<file path="src/rtl/data_mem_responder.sv">
// Multi-cycle data-memory responder for MEM-stage loads and stores.
// A request is captured in IDLE and followed by WAIT_STATES wait cycles.
// The access is then performed in RESP, where ack pulses for one cycle.
// Memory is a byte array with big-endian word packing.
module data_mem_responder #(
  parameter int unsigned ADDR_W      = 8,
  parameter int unsigned WAIT_STATES = 2
) (
  input  logic              clk,
  input  logic              reset,
  input  logic              req,
  input  logic              rw,
  input  logic              size,
  input  logic [ADDR_W-1:0] addr,
  input  logic [31:0]       data_in,
  output logic [31:0]       data_out,
  output logic              ack,
  output logic              err,
  output logic              stall
);

  typedef enum logic [1:0] {IDLE, WAIT, RESP} state_t;

  localparam logic [3:0] WAIT_INIT = (WAIT_STATES > 0) ? 4'(WAIT_STATES - 1) : 4'd0;

  state_t            state;
  state_t            state_next;
  logic [3:0]        cnt;
  logic              cap_rw;
  logic              cap_size;
  logic [ADDR_W-1:0] cap_addr;
  logic [31:0]       cap_data;
  logic [7:0]        mem [0:(2**ADDR_W)-1];

  logic              misaligned;
  logic [ADDR_W-1:0] a0, a1, a2, a3;
  logic [31:0]       word_rd;

  // Word lanes come from the captured address with its low bits forced.
  // A misaligned word is rejected, so forcing the low bits never aliases a legal access.
  assign misaligned = cap_size & (cap_addr[1:0] != 2'b00);
  assign a0 = {cap_addr[ADDR_W-1:2], 2'd0};
  assign a1 = {cap_addr[ADDR_W-1:2], 2'd1};
  assign a2 = {cap_addr[ADDR_W-1:2], 2'd2};
  assign a3 = {cap_addr[ADDR_W-1:2], 2'd3};
  assign word_rd = {mem[a0], mem[a1], mem[a2], mem[a3]};

  // State register
  always_ff @(posedge clk) begin
    if (!reset) state <= IDLE;
    else        state <= state_next;
  end

  // Request capture in IDLE and wait-state countdown
  always_ff @(posedge clk) begin
    if (!reset) begin
      cnt      <= '0;
      cap_rw   <= 1'b0;
      cap_size <= 1'b0;
      cap_addr <= '0;
      cap_data <= '0;
    end else begin
      case (state)
        IDLE: begin
          if (req) begin
            cnt      <= WAIT_INIT;
            cap_rw   <= rw;
            cap_size <= size;
            cap_addr <= addr;
            cap_data <= data_in;
          end
        end
        WAIT: begin
          if (cnt != 4'd0) cnt <= cnt - 4'd1;
        end
        default: ;
      endcase
    end
  end

  // Store commits on the edge that ends RESP; reset low on that edge aborts it
  always_ff @(posedge clk) begin
    if (reset && state == RESP && cap_rw && !misaligned) begin
      if (cap_size) begin
        mem[a0] <= cap_data[31:24];
        mem[a1] <= cap_data[23:16];
        mem[a2] <= cap_data[15:8];
        mem[a3] <= cap_data[7:0];
      end else begin
        mem[cap_addr] <= cap_data[7:0];
      end
    end
  end

  // Next-state logic and response outputs
  always_comb begin
    state_next = state;
    ack        = 1'b0;
    err        = 1'b0;
    data_out   = '0;
    case (state)
      IDLE: begin
        if (req) state_next = (WAIT_STATES > 0) ? WAIT : RESP;
      end
      WAIT: begin
        if (cnt == 4'd0) state_next = RESP;
      end
      RESP: begin
        state_next = IDLE;
        ack        = 1'b1;
        err        = misaligned;
        if (!cap_rw && !misaligned) begin
          data_out = cap_size ? word_rd : {24'b0, mem[cap_addr]};
        end
      end
      default: state_next = IDLE;
    endcase
  end

  // Hold the pipeline while a request is pending and not yet acknowledged
  assign stall = req & ~ack;

endmodule

</file>
<file path="config.mk">
export PLATFORM = sky130hd
export DESIGN_NAME = data_mem_responder
export DESIGN_NICKNAME = d
export VERILOG_FILES = /design/src/rtl/data_mem_responder.sv
export SDC_FILE = /design/constraint.sdc
export NUM_CORES = 2
export LEC_CHECK = 0
export CORE_UTILIZATION = 35
export DETAILED_ROUTE_END_ITERATION = 6
export HOLD_SLACK_MARGIN = 0.03
export MAX_ROUTING_LAYER = met4
export PLACE_DENSITY = 0.55
export SYNTH_ARGS = -nofsm -noshare
export SYNTH_HDL_FRONTEND = slang
export SYNTH_SLANG_ARGS = --single-unit
</file>
<file path="constraint.sdc">
create_clock -name clk -period 3.85 [get_ports clk]
set_clock_uncertainty 0.15 [all_clocks]
set_input_delay 0.77 -clock clk [delete_from_list [all_inputs] [get_ports clk]]
set_output_delay 0.77 -clock clk [all_outputs]
set_load 0.1 [all_outputs]
</file>
== After elaboration in Yosys (flattened, before gate mapping) ==
Memories as Yosys holds them, arrays and structs flattened. A register that Yosys moved wholly into a read port is not among the register bits.
Index checks and enable logic that the tools add are counted.
Widths: inputs -> output; s select.
Storage, ports and cells
  memories kept: 1
  register bits: 48
  memory bits (writable): 2048
  word-level logic and storage cells: 61
Memories
  mem: words 256, bits a word 8, read ports 5, clocked after memory_dff 5, write ports 4, RTL line 33  | logic [7:0] mem [0:(2**ADDR_W)-1];
Operators by class
  multiplexer cells: 30
  bitwise gates (word level): 3
  eq/ne operators: 5
  add/subtract/negate cells: 1
  reductions and logical operators: 15
Operators with widths (count)
  $mux 32: 3
  $mux 8: 12
  $mux 1: 9
  $mux 4: 2
  $pmux 4 s2: 1
  $reduce_or 8->1: 1
  $ne 2x2->1 const B: 3
  $logic_and 1x1->1: 4
  $logic_not 4->1: 1
  $mux 2: 2
  $pmux 2 s2: 1
  $reduce_and 2->1: 2
  $reduce_bool 2->1: 2
  $reduce_bool 4->1: 1
  $sub 4x1->4 const B: 1
  $reduce_and 3->1: 1
  $and 1x1->1: 2
  $eq 2x1->1 const B: 1
  $eq 2x2->1 const B: 1
  $logic_not 1->1: 2
  $logic_not 2->1: 1
  $not 1->1: 1

== Logic depth before layout (Yosys ltp) ==
  depth in word-level cells: 8
  depth in mapped cells: 12
  depth with buffers taken out: 8

== Least setup slack after synthesis ==
Ideal clock, no wire load.
  path kind: register -> output
  start point: reg with a tool-made name
  end point: out data_out[11]
  arrival: 4.082 ns
  required time: 2.930 ns
  path slack: -1.152 ns
  cell stages (with the launch flop): 8
  buffers on the path: 4
  path through: dfxtp_1 -> clkbuf_1 -> clkbuf_1 -> clkbuf_1 -> buf_1 -> mux4_2 -> mux2i_1 -> a211oi_1
RTL lines
  end: declaration: RTL line 16  | output logic [31:0] data_out,

==> impl_results.md <==
- Outcome: finished with violations
- Violated checks: design-rule violations, negative setup slack
- Crit Path Category: flop to output pin
- Rows: 212
- Via-per-instance ratio: 6.680
- Post-synth top cells: 2,048 x edfxtp_1, 1,512 x mux2_2, 1,031 x mux4_2, 524 x clkbuf_1, 459 x nand2_1
- CORE AREA: 0.3332 mm²
- Count leader, synth: edfxtp_1
- Hold Slack: 0.2435 ns
- Cells after DPL: 12.21k
- DRT Pass-1 Iters: 7
- Tot GR Track Use: 35.95%
- Final hold vios: 0
- #FFs+latches synth: 2,104
- First-pass GRT wire length: 788,200 µm
- Post-synth ARST share: 0%
- Global placement routability congestion: 1.066
- CTS tree: yes
- Worst slew pin tran: 1.389 ns
- Rel. slew slack: 7.227%
- Number of buffers created by CTS: 262
- Crit path required time: 2.93 ns
- Cell breakdown of the critical path: buf_12 -> buf_16 -> buf_6 -> buf_6 -> mux4_2 -> mux4_2 -> nor2b_4 -> a211oi_4 -> buf_4 -> a211oi_4 -> buf_12
- PD cells: 414.2 mW/mm²
- CP max stage delay: 0.60 ns
- Share of cells above drive strength 1: 55.90%
- Number of synthesized flops with an enable pin: 2,048
- Setup WS post-layout: -1.338 ns
- Largest net degree at the start of global routing: 86
- Yosys top cell area share: 52.51%
- Area growth syn-to-layout: 24.45%
- Initial Utilization: 35.15%
- Unrepaired setup endpoints after global routing: yes
- Layout Nets: 8,348
- FILL cells: 29.55k
- Routed Antenna Nets: 0
- Main area contributors after synthesis: edfxtp_1 53%, mux4_2 20%, mux2_2 15%
- Final setup viols: 32
- Fmax: 192.8 MHz
- Die Height: 580.5 µm
- Initial DRC Count: 16.40k
- Avg Synthesized Cell Area: 16.11 µm²
- Synthesized area: 0.1171 mm²
- Crit path buffers/inverters: 6
- HPWL after DPL: 438,800 µm
- Synth Warn #: 0
- Hold buffers post-CTS: 0
- Clk root buf: clkbuf_16
- Mapped Cells: 7,268
- Gr ovfl total: 0
- Cell taking the most area after synthesis: edfxtp_1
- Syn Nets: 7,314
- Total length of routed wires: 603,200 µm
- Max-slew violations: 0
- Netlist cell types: 57
- Die W: 580.5 µm
- Initial antenna violation count: 75
- Die area: 0.3369 mm²
- Remaining DRCs: 2
- Ys flop type: edfxtp_1
- H-Tree Level Count: 5
- Via Count: 86.45k
- Clock sink count: 2,104
- Fin cells: 12.94k
- P_leak: 50.01 nW
- Drt wl/cell: 46.61 µm
- Critical path capture point type: output pin
- Critical Path Slowest Stage Cell: mux4_2
- Multi-input logic area: 0.05287 mm²
- VDD IR max: 0.2956 mV
- Final Cycle Share: 134.7%
- Final Critical Period: 5.188 ns
- Clock transition at path regs: 0.06 ns
- Util after Layout: 43.75%
- Top Ports: 80
- Vias in the first global route: 81.48k
- Worst EP arrival: 4.27 ns
- Worst skew pair latency: 0.92 ns
- CTS max path bufs: 4
- Maxcap violations: 0
- Area occupied by registers: 0.06277 mm²
- Worst Setup Start Kind: flop
- Cell family with most CP delay: multiplexers
- Worst hold path class: input pin to flop
- PortBufs: 79
- Worst-path fanout max: 6
- Seq/Total Area, Yosys: 53.47%
## layout make-up
type / count / area share (%)
sequential: 2104 / 43.07
multi-input combinational: 4376 / 36.28
timing repair buffer: 1552 / 11.01
clock buffer: 313 / 4.760
tap: 4387 / 3.766
clock inverter: 150 / 1.016
antenna: 53 / 0.09100
inverter: 6 / 0.01631
## cells in the final DEF, fill, tap and decap left out, drive strengths merged, types with 56 or more instances in the layout
cell type  instances
clkinv           101
a21oi             65
o22ai             56
nand2            459
dfxtp             56
nor2             382
a22oi            167
clkbuf           316
mux4            1031
buf             1496
nand3             58
mux2i            249
mux2            1536
edfxtp          2048
## tightest hold or removal path: stages
cell and delay, ns:
clkdlybuf4s50_1 0.39, nand2_1 0.06, a21oi_1 0.05
## stage by stage
step	power, W	worst slack, ns	cell area (µm²)	setup TNS, ns
floorplan	0.03017	-0.3227	117600	-0.8404
global placement	0.03433	-1.078	132600	-20.02
detailed placement	0.03437	-1.071	132600	-31.09
CTS	0.05990	-1.317	144200	-39.06
global route	0.06122	-1.302	145700	-38.32
finish	0.06037	-1.338	145700	-39.23
## cells by family (layout without fill, tap and decap cells)
kind of cell    after synthesis  in the layout  share of synthesized area, %
simple gates               1029           1029                         3.654
flops                      2104           2104                         53.47
fa+ha+maj                     1              1                       0.01068
mux                        2816           2816                         36.72
compound gates              526            526                         3.177
xor+xnor                      4              4                       0.02992
other cells                   0             53                             0
buf+inv                     788           2021                         2.934
## sequential cells by signal, indices dropped and copies added, names as in the netlist, named ones only
signal,cells
state,2
cap_size,1
mem,2048
cap_addr,8
cnt,4
cap_rw,1
cap_data,32
## power breakdown
| group | switching [W] | internal (W) | leakage [nW] |
|---|---|---|---|
| clock | 0.0107 | 0.0147 | 4.12 |
| sequential | 0.000564 | 0.0252 | 19.7 |
| combinational | 0.00519 | 0.00401 | 26.2 |
## what timing repair did
action / in CTS / in global routing
pin swaps: 62 / 75
setup buffers: 140 / 83
gates resized for setup: 327 / 213
setup endpoints to repair: 32 / 32
gates cloned: 18 / 3
## per-layer routing
layer  vias up  share of wire [%]  track usage [%]
li1      31801                  -                -
met1     46016                 38            47.03
met2      7437                 43            50.65
met3      1192                 13            10.00
met4         0                6.5            18.94
met5         -                  0                -
## path summary, 6_finish.rpt
kind / cells after the start / slack [ns] / startpoint / endpoint
worst min-delay path: 3 / 0.24 / data_in[29] / cap_data[29]$_SDFFE_PN0P_
worst min register to register: 2 / 0.34 / cap_data[13]$_SDFFE_PN0P_ / cap_data[13]$_SDFFE_PN0P_
worst max-delay path: 11 / -1.34 / flop / data_out[12]
worst max register to register: 5 / 0.35 / cap_rw$_SDFFE_PN0P_ / mem[77][6]$_DFFE_PP_
No activity file was read; power rests on OpenSTA's default activity.
